$ cat config.mk
export PLATFORM = sky130hd
export DESIGN_NAME = pipe_ctrl
export DESIGN_NICKNAME = d
export VERILOG_FILES = /design/src/rtl/y86_pkg.sv /design/src/rtl/cond_eval.sv /design/src/rtl/pipe_ctrl.sv
export SDC_FILE = /design/constraint.sdc
export NUM_CORES = 1
export LEC_CHECK = 0
export CAP_MARGIN = 30
export CELL_PAD_IN_SITES_DETAIL_PLACEMENT = 0
export CELL_PAD_IN_SITES_GLOBAL_PLACEMENT = 1
export CORE_MARGIN = 3
export CORE_UTILIZATION = 37
export CTS_CLUSTER_SIZE = 20
export DETAILED_ROUTE_END_ITERATION = 8
export DONT_BUFFER_PORTS = 1
export PLACE_DENSITY_LB_ADDON = 0.1
export SLEW_MARGIN = 10
export SYNTH_ARGS = -nofsm -noshare
export SYNTH_HDL_FRONTEND = slang
export SYNTH_SLANG_ARGS = --single-unit
$ cat constraint.sdc
create_clock -name clk -period 1.6 [get_ports clk]
set_input_delay 0.16 -clock clk [delete_from_list [all_inputs] [get_ports clk]]
set_output_delay 0.16 -clock clk [all_outputs]
set_load 0.005 [all_outputs]
$ cat src/rtl/y86_pkg.sv
// Shared Y86-64 encodings: icodes, condition functions, status codes,
// register "none" ID and the pipeline status FSM state type.
package y86_pkg;

    localparam logic [3:0] IHALT   = 4'h0;
    localparam logic [3:0] INOP    = 4'h1;
    localparam logic [3:0] IRRMOVQ = 4'h2;
    localparam logic [3:0] IIRMOVQ = 4'h3;
    localparam logic [3:0] IRMMOVQ = 4'h4;
    localparam logic [3:0] IMRMOVQ = 4'h5;
    localparam logic [3:0] IOPQ    = 4'h6;
    localparam logic [3:0] IJXX    = 4'h7;
    localparam logic [3:0] ICALL   = 4'h8;
    localparam logic [3:0] IRET    = 4'h9;
    localparam logic [3:0] IPUSHQ  = 4'hA;
    localparam logic [3:0] IPOPQ   = 4'hB;

    localparam logic [3:0] C_YES = 4'h0;
    localparam logic [3:0] C_LE  = 4'h1;
    localparam logic [3:0] C_L   = 4'h2;
    localparam logic [3:0] C_E   = 4'h3;
    localparam logic [3:0] C_NE  = 4'h4;
    localparam logic [3:0] C_GE  = 4'h5;
    localparam logic [3:0] C_G   = 4'h6;

    localparam logic [1:0] SAOK = 2'b00;
    localparam logic [1:0] SHLT = 2'b01;
    localparam logic [1:0] SADR = 2'b10;
    localparam logic [1:0] SINS = 2'b11;

    localparam logic [3:0] REG_NONE = 4'hF;

    typedef enum logic [1:0] {
        RUN    = 2'd0,
        DRAIN  = 2'd1,
        HALTED = 2'd2
    } pstate_e;

endpackage

$ cat src/rtl/cond_eval.sv
// Condition evaluation for cmovXX/jXX from a {ZF,SF,OF} flag vector.
// Unknown condition functions evaluate false.
module cond_eval
    import y86_pkg::*;
(
    input  logic [2:0] cc,
    input  logic [3:0] ifun,
    output logic       cnd
);

    logic zf;
    logic sf;
    logic of;

    assign zf = cc[2];
    assign sf = cc[1];
    assign of = cc[0];

    // Decode the condition function against the flags
    always_comb begin
        cnd = 1'b0;
        case (ifun)
            C_YES:   cnd = 1'b1;
            C_LE:    cnd = (sf ^ of) | zf;
            C_L:     cnd = sf ^ of;
            C_E:     cnd = zf;
            C_NE:    cnd = ~zf;
            C_GE:    cnd = ~(sf ^ of);
            C_G:     cnd = ~(sf ^ of) & ~zf;
            default: cnd = 1'b0;
        endcase
    end

endmodule

$ cat src/rtl/pipe_ctrl.sv
// Y86-64 pipeline control: CC register, hazard stall/bubble generation
// and status FSM. Optional counters are enabled by PIPE_PERF_CNT_EN.
module pipe_ctrl
    import y86_pkg::*;
#(
    parameter logic [2:0] CC_RESET = 3'b100,
    parameter int         CNT_W    = 32
) (
    input  logic       clk,
    input  logic       rst,
    input  logic [3:0] D_icode,
    input  logic [3:0] d_srcA,
    input  logic [3:0] d_srcB,
    input  logic [3:0] E_icode,
    input  logic [3:0] E_ifun,
    input  logic [3:0] E_dstM,
    input  logic [3:0] M_icode,
    input  logic       alu_zf,
    input  logic       alu_sf,
    input  logic       alu_of,
    input  logic [1:0] m_stat,
    input  logic [1:0] W_stat,
    output logic [2:0] cc,
    output logic       e_cnd,
    output logic       F_stall,
    output logic       D_stall,
    output logic       D_bubble,
    output logic       E_bubble,
    output logic       M_bubble,
    output logic       W_stall,
    output logic       halted,
    output logic [1:0] stat_out
`ifdef PIPE_PERF_CNT_EN
    ,
    output logic [CNT_W-1:0] cycle_cnt,
    output logic [CNT_W-1:0] stall_cnt
`endif
);

    pstate_e    state_q;
    pstate_e    state_d;
    logic [2:0] cc_q;
    logic [2:0] cc_d;
    logic [1:0] stat_q;
    logic [1:0] stat_d;

    logic cnd_raw;
    logic cnd_ok;
    logic set_cc;
    logic load_use;
    logic ret_in_pipe;
    logic mispredict;
    logic m_bad;
    logic w_bad;

    cond_eval u_cond (
        .cc   (cc_q),
        .ifun (E_ifun),
        .cnd  (cnd_raw)
    );

    assign cnd_ok = (E_icode == IRRMOVQ) || (E_icode == IJXX);
    assign e_cnd  = cnd_ok & cnd_raw;

    assign m_bad = (m_stat != SAOK);
    assign w_bad = (W_stat != SAOK);

    assign set_cc = (E_icode == IOPQ) && (state_q == RUN)
                  && !m_bad && !w_bad;

    assign load_use = ((E_icode == IMRMOVQ) || (E_icode == IPOPQ))
                    && (E_dstM != REG_NONE)
                    && ((E_dstM == d_srcA) || (E_dstM == d_srcB));

    assign ret_in_pipe = (D_icode == IRET) || (E_icode == IRET)
                       || (M_icode == IRET);

    assign mispredict = (E_icode == IJXX) && !e_cnd;

    // Status FSM state register
    always_ff @(posedge clk or posedge rst) begin
        if (rst) begin
            state_q <= RUN;
        end else begin
            state_q <= state_d;
        end
    end

    // Status FSM next-state: drain on a memory fault, halt at write-back
    always_comb begin
        state_d = state_q;
        case (state_q)
            RUN: begin
                if (w_bad) begin
                    state_d = HALTED;
                end else if (m_bad) begin
                    state_d = DRAIN;
                end
            end
            DRAIN: begin
                if (w_bad) begin
                    state_d = HALTED;
                end
            end
            HALTED:  state_d = HALTED;
            default: state_d = RUN;
        endcase
    end

    // Status FSM outputs: hazard controls while live, freeze when halted
    always_comb begin
        halted   = 1'b0;
        F_stall  = load_use | ret_in_pipe;
        D_stall  = load_use;
        D_bubble = mispredict | (ret_in_pipe & ~load_use);
        E_bubble = mispredict | load_use;
        M_bubble = m_bad | w_bad;
        W_stall  = w_bad;
        if (state_q == HALTED) begin
            halted   = 1'b1;
            F_stall  = 1'b1;
            D_stall  = 1'b1;
            D_bubble = 1'b0;
            E_bubble = 1'b0;
            M_bubble = 1'b1;
            W_stall  = 1'b1;
        end
    end

    // Next CC and captured final status
    always_comb begin
        cc_d   = cc_q;
        stat_d = stat_q;
        if (set_cc) begin
            cc_d = {alu_zf, alu_sf, alu_of};
        end
        if ((state_q != HALTED) && w_bad) begin
            stat_d = W_stat;
        end
    end

    // CC and status registers
    always_ff @(posedge clk or posedge rst) begin
        if (rst) begin
            cc_q   <= CC_RESET;
            stat_q <= SAOK;
        end else begin
            cc_q   <= cc_d;
            stat_q <= stat_d;
        end
    end

    assign cc       = cc_q;
    assign stat_out = stat_q;

`ifdef PIPE_PERF_CNT_EN
    logic [CNT_W-1:0] cyc_q;
    logic [CNT_W-1:0] cyc_d;
    logic [CNT_W-1:0] stl_q;
    logic [CNT_W-1:0] stl_d;

    // Saturating cycle and fetch-stall counters, idle once halted
    always_comb begin
        cyc_d = cyc_q;
        stl_d = stl_q;
        if (state_q != HALTED) begin
            if (cyc_q != {CNT_W{1'b1}}) begin
                cyc_d = cyc_q + 1'b1;
            end
            if (F_stall && (stl_q != {CNT_W{1'b1}})) begin
                stl_d = stl_q + 1'b1;
            end
        end
    end

    // Counter registers
    always_ff @(posedge clk or posedge rst) begin
        if (rst) begin
            cyc_q <= '0;
            stl_q <= '0;
        end else begin
            cyc_q <= cyc_d;
            stl_q <= stl_d;
        end
    end

    assign cycle_cnt = cyc_q;
    assign stall_cnt = stl_q;
`endif

endmodule

# Word-level counts from Yosys, hierarchy flattened

Cells that the tools add are included.

Register bits after elaboration: 7
Input bits: 37
Output and inout bits: 13
Logic and storage cells: 69

Eq/ne operators: 22
Mux-type cells: 12
Bitwise gates (word level): 12
Reductions and logical operators: 20

Operators by type and width:

| kind                                                             | count |
|---|---|
| 4-bit by 3-bit == test with 1-bit output (second input constant) | 6 |
| 4-bit == test (second input constant)                            | 4 |
| 4-bit by 2-bit == test with 1-bit output (second input constant) | 3 |
| 4-bit == test                                                    | 2 |
| 1-bit logical AND                                                | 7 |
| 1-bit 2-to-1 mux                                                 | 7 |
| 1-bit case mux with 7 select lines                               | 1 |
| 2-bit 2-to-1 mux                                                 | 3 |
| 2-bit case mux with 3 select lines                               | 1 |
| 1-bit logical OR                                                 | 5 |
| 1-bit OR                                                         | 5 |
| 4-bit by 1-bit == test with 1-bit output (second input constant) | 1 |
| 4-bit zero test                                                  | 1 |
| 2-bit inequality test (second input constant)                    | 2 |
| 4-bit inequality test (second input constant)                    | 1 |
| 2-bit nonzero test                                               | 2 |
| 1-bit AND                                                        | 3 |
| 1-bit zero test                                                  | 3 |
| 3-bit inequality test (second input constant)                    | 1 |
| 1-bit inverter                                                   | 3 |
| 2-bit by 1-bit == test with 1-bit output (second input constant) | 1 |
| 2-bit == test (second input constant)                            | 1 |
| 2-bit zero test                                                  | 1 |
| 2-bit AND reduction                                              | 1 |
| 1-bit bitwise XOR                                                | 1 |

# Logic depth before layout (Yosys ltp)

Word-level depth: 9
Mapped depth: 6
Mapped depth without buffers: 6

# Modules after synthesis

Synthesis repeated with hierarchy kept, for this count alone.

Cells, all modules: 73
Area total of the unflattened synthesis: 670.6 um2

Modules (own cells, without submodules):

| module    | instances | cells each | area an instance (um2) | sequential area each (um2) |
|---|---|---|---|---|
| pipe_ctrl | 1         | 63         | 589.3                  | 176.4 |
| cond_eval | 1         | 10         | 81.3                   | 0.0 |

# Worst setup path after synthesis

OpenSTA, ideal clock, no wires.

Path type: register to output
From: register cc_q[1] (netlist: cc[1])
To: output port e_cnd
Arrival time: 1.543 ns
Required time: 1.440 ns
Path slack: -0.103 ns
Cell stages (with the launch flop): 5
Path buffers: 0
Path through: dfrtp_1 > xnor2_1 > mux2_4 > a2111oi_4 > and4b_1

Longest elaborated chain between the ends: 5
Elaborated cells on any way between the ends: 6
Those cells by class: 1 x mux; 5 x bitwise

RTL lines:

| what                                 | RTL line                         | source |
|---|---|---|
| from (decl)                          | pipe_ctrl.sv:42                  | `logic [2:0] cc_q;` |
| from (signal assigned)               | pipe_ctrl.sv:145                 | `cc_q <= CC_RESET;` |
| from (signal assigned)               | pipe_ctrl.sv:148                 | `cc_q <= cc_d;` |
| 1-bit bitwise XOR *                  | --                               |  |
| 1-bit inverter                       | cond_eval.sv:28, cond_eval.sv:29 |  |
| 1-bit AND                            | cond_eval.sv:29                  | `C_G: cnd = ~(sf ^ of) & ~zf;` |
| 1-bit case mux with 7 select lines * | cond_eval.sv:22                  | `case (ifun)` |
| 1-bit AND *                          | pipe_ctrl.sv:63                  | `assign e_cnd = cnd_ok & cnd_raw;` |
| to (decl)                            | pipe_ctrl.sv:24                  | `output logic e_cnd,` |

Every way passes the cells marked *; elsewhere a longest branch is shown, timed or not.

# Final worst setup path

From: register cc_q[0] (netlist: cc[0])
To: output port e_cnd

Same word-level chain as after synthesis.

==> reports/qor.yml <==
ys_seq_area_frac: 0.256
grt_pass1_vias: 711
synth_seq_cells: 7
reg2reg_depth: 7
cp_cell_sequence: "xnor2_2, mux2_4, a2111oi_4, and4b_1"
rsz0062_at_grt: "yes"
nFillCells: 155
regArea_um2: 176
crit_path_top_delay_cell: "dfrtp_1"
rrSetupSlack_ns: -0.05
drive_above_1_share: 0.362
comb_power_share: 0.514
syn_to_final_growth_pct: 39.3
startpoint: "cc[0]$_DFFE_PP0P_"
synthCells: 74
synthFlopType: "dfrtp_1"
die_area_mm2: 0.00241
netlist.top_cell.by_area: "dfrtp_1"
grt_pass1_wl_mm: 2.97
syn-num-nets: 115
start_util: 0.422
outcome: "complete, but fails checks"
r2r-end: "cc[1]$_DFFE_PP0P_"
io_pins: 50
critPathRequiredTime_ns: 1.44
period_share: 1.21
start_kind: "flop"
cp.depth: 4
cts.sinks: 7
synth_most_common_cell: "xor2_1"
clockBufferDepth: 2
fin_nets: 136
cts_tree: "built"
htreeDepth: 1
clkLatencyLatePin_ns: 0.25
holdPathStages: 2
die_x_um: 49.1
holdCritPathClass: "in -> reg"
port_buffers: 0
setup_viol: 6
num_vias: 645
timing.fmax_mhz: 517
grt_antenna_before_repair: 0
synth-edff-count: 0
setup_ws_ns: -0.333
crit_path_end: "e_cnd"
worst_slew_pin_slew_ns: 0.539
async_reset_ff_frac: 1.00
path_clk_slew_ns: 0.05
internal_power_w: 0.000562
dpl.cell_count: 108
routed_wl_mm: 1.82
slowest_delay_ns: 0.40
fin_skew_ns: 0.00444
end_kind: "primary output"
leakage_nw: 0.409
grtUsageTotal: 0.155
cts-root-buf: "clkbuf_4"
dr.pass1.iters: 3
p_sw_w: 0.000281
worst_ep_arrival_time_ns: 1.77
synth_area_leaders: "dfrtp_1 22%, xor2_1 10%, ha_1 7.3%, mux2_2 4.9%, nor4bb_1 4.4%"
fin_tns_setup_ns: -1.18
stdcell_count: 118
finalHoldViolations: 0
slew_viol_final: 0
finalCriticalPeriod_ns: 1.93
p_seq_frac: 0.303
netlist_area_um2: 688
fp.coreArea_mm2: 0.00163
failed_checks: "setup timing"
viasPerCell: 5.47
drc: 0
worst-path-buf-inv: 0
final_util: 0.588
crit_family: "flip-flops"
synthTopCellsByCount: "8 x xor2_1, 6 x dfrtp_1, 6 x nand2_1"
overflow: 0
ir_drop_mv: 0.616
multiInputGateArea_um2: 577
grt_max_degree: 9
synth_cell_types: 31
worstSetupPathType: "reg -> out"
crit_fanout: 3
numCtsBuffers: 3
p_sw_frac: 0.333
rr_startpoint: "state_q[0]$_DFFE_PP0P_"
slew_headroom: 0.640
maxCapViolCount: 0
hpwl_mm: 1.43
drtAntennaViolNets: 0
post_synth.cell_area_avg_um2: 9.30
yosys.area.top_type_share: 0.218
gp_congestion: 0.708
diodes: 0
ys_warn_count: 0
wl_per_cell_um: 15.4
die_h_um: 49.1
p_clk_frac: 0.184
drt_iter0_markers: 5
power_density_mw_per_mm2: 880
num_rows: 14
per-layer routing:
layer / global-route usage / routed length (um) / vias to the layer above
met3: 0.0703 / 204 / 0
met1: 0.159 / 672 / 297
met5: 0 / 0 / -
met2: 0.292 / 941 / 36
met4: 0.0142 / 0 / 0
li1: - / - / 312
cells in the final DEF, fill, tap and decap left out, types with 2 or more instances in the layout:
| master | count |
|---|---|
| nor4bb_1 | 3 |
| o22ai_1 | 2 |
| buf_4 | 11 |
| nor2_1 | 4 |
| nor4_1 | 2 |
| buf_6 | 4 |
| ha_1 | 2 |
| nand3b_1 | 3 |
| nor2b_1 | 2 |
| nand2_1 | 6 |
| or3_4 | 2 |
| mux2_4 | 2 |
| o21ai_0 | 3 |
| dfrtp_1 | 6 |
| clkbuf_4 | 3 |
| xor2_1 | 8 |
| inv_1 | 2 |
| mux2_2 | 2 |
| nand2b_1 | 4 |
| and4b_1 | 2 |
| ha_4 | 2 |
layout make-up:
cell class                 instances  share of cell area
timing repair buffer              16               0.144
multi-input combinational         64               0.602
sequential                         7               0.184
inverter                           3              0.0117
tap                               24              0.0313
clock buffer                       4              0.0274
kinds of logic (layout without fill, tap and decap cells):
logic type,after synthesis,in the layout,share of synthesized area
buffers and inverters,3,23,0.0164
AO/OA/AOI/OAI,12,12,0.144
multiplexers,4,4,0.0709
flip-flops,7,7,0.256
adder cells (fa/ha/maj),4,4,0.0727
AND/OR/NAND/NOR,34,34,0.313
XOR/XNOR,10,10,0.127
sequential cells by signal, indices dropped and copies added, names as in the netlist:
register / count
cc: 3
stat_out: 2
state_q: 2
power groups by stage:
stage | Clock [W] | Combinational [W] | Sequential, W
2_1_floorplan | 0 | 0.000212 | 0.000255
3_3_place_gp | 0 | 0.000325 | 0.000256
3_5_place_dp | 0 | 0.000334 | 0.000257
4_1_cts | 0.000163 | 0.000418 | 0.000257
5_1_grt | 0.000183 | 0.000478 | 0.000260
6_report | 0.000155 | 0.000433 | 0.000255
worst min-delay path by stage:
stage	endpoint	startpoint	slack, ns
after floorplan	cc[0]$_DFFE_PP0P_	rst	-0.04
after global placement	state_q[1]$_DFFE_PP0P_	rst	-0.007
after detailed placement	stat_out[0]$_DFFE_PP0P_	rst	0.002
after CTS	stat_out[0]$_DFFE_PP0P_	W_stat[0]	0.05
after global routing	stat_out[0]$_DFFE_PP0P_	W_stat[0]	0.05
final	stat_out[0]$_DFFE_PP0P_	W_stat[0]	0.06
metrics by stage:
stage / total power, W / hold WS [ns] / instance area, um^2 / worst slack [ns]
after floorplan: 0.000466 / -0.0373 / 696 / -0.0241
after global placement: 0.000582 / -0.00709 / 801 / -0.0733
after detailed placement: 0.000591 / 0.00240 / 801 / -0.0854
after CTS: 0.000837 / 0.0482 / 941 / -0.352
after global routing: 0.000921 / 0.0457 / 958 / -0.427
final: 0.000843 / 0.0552 / 958 / -0.333
repair_timing:
| item | CTS | global route |
|---|---|---|
| pin swaps | 4 | 2 |
| setup endpoints to repair | 8 | 8 |
| endpoints found under the hold margin | 7 | 0 |
| hold buffers | 1 | 0 |
| gates resized for setup | 14 | 2 |
| setup buffers | 4 | 1 |
No activity file was read; power rests on OpenSTA's default activity.
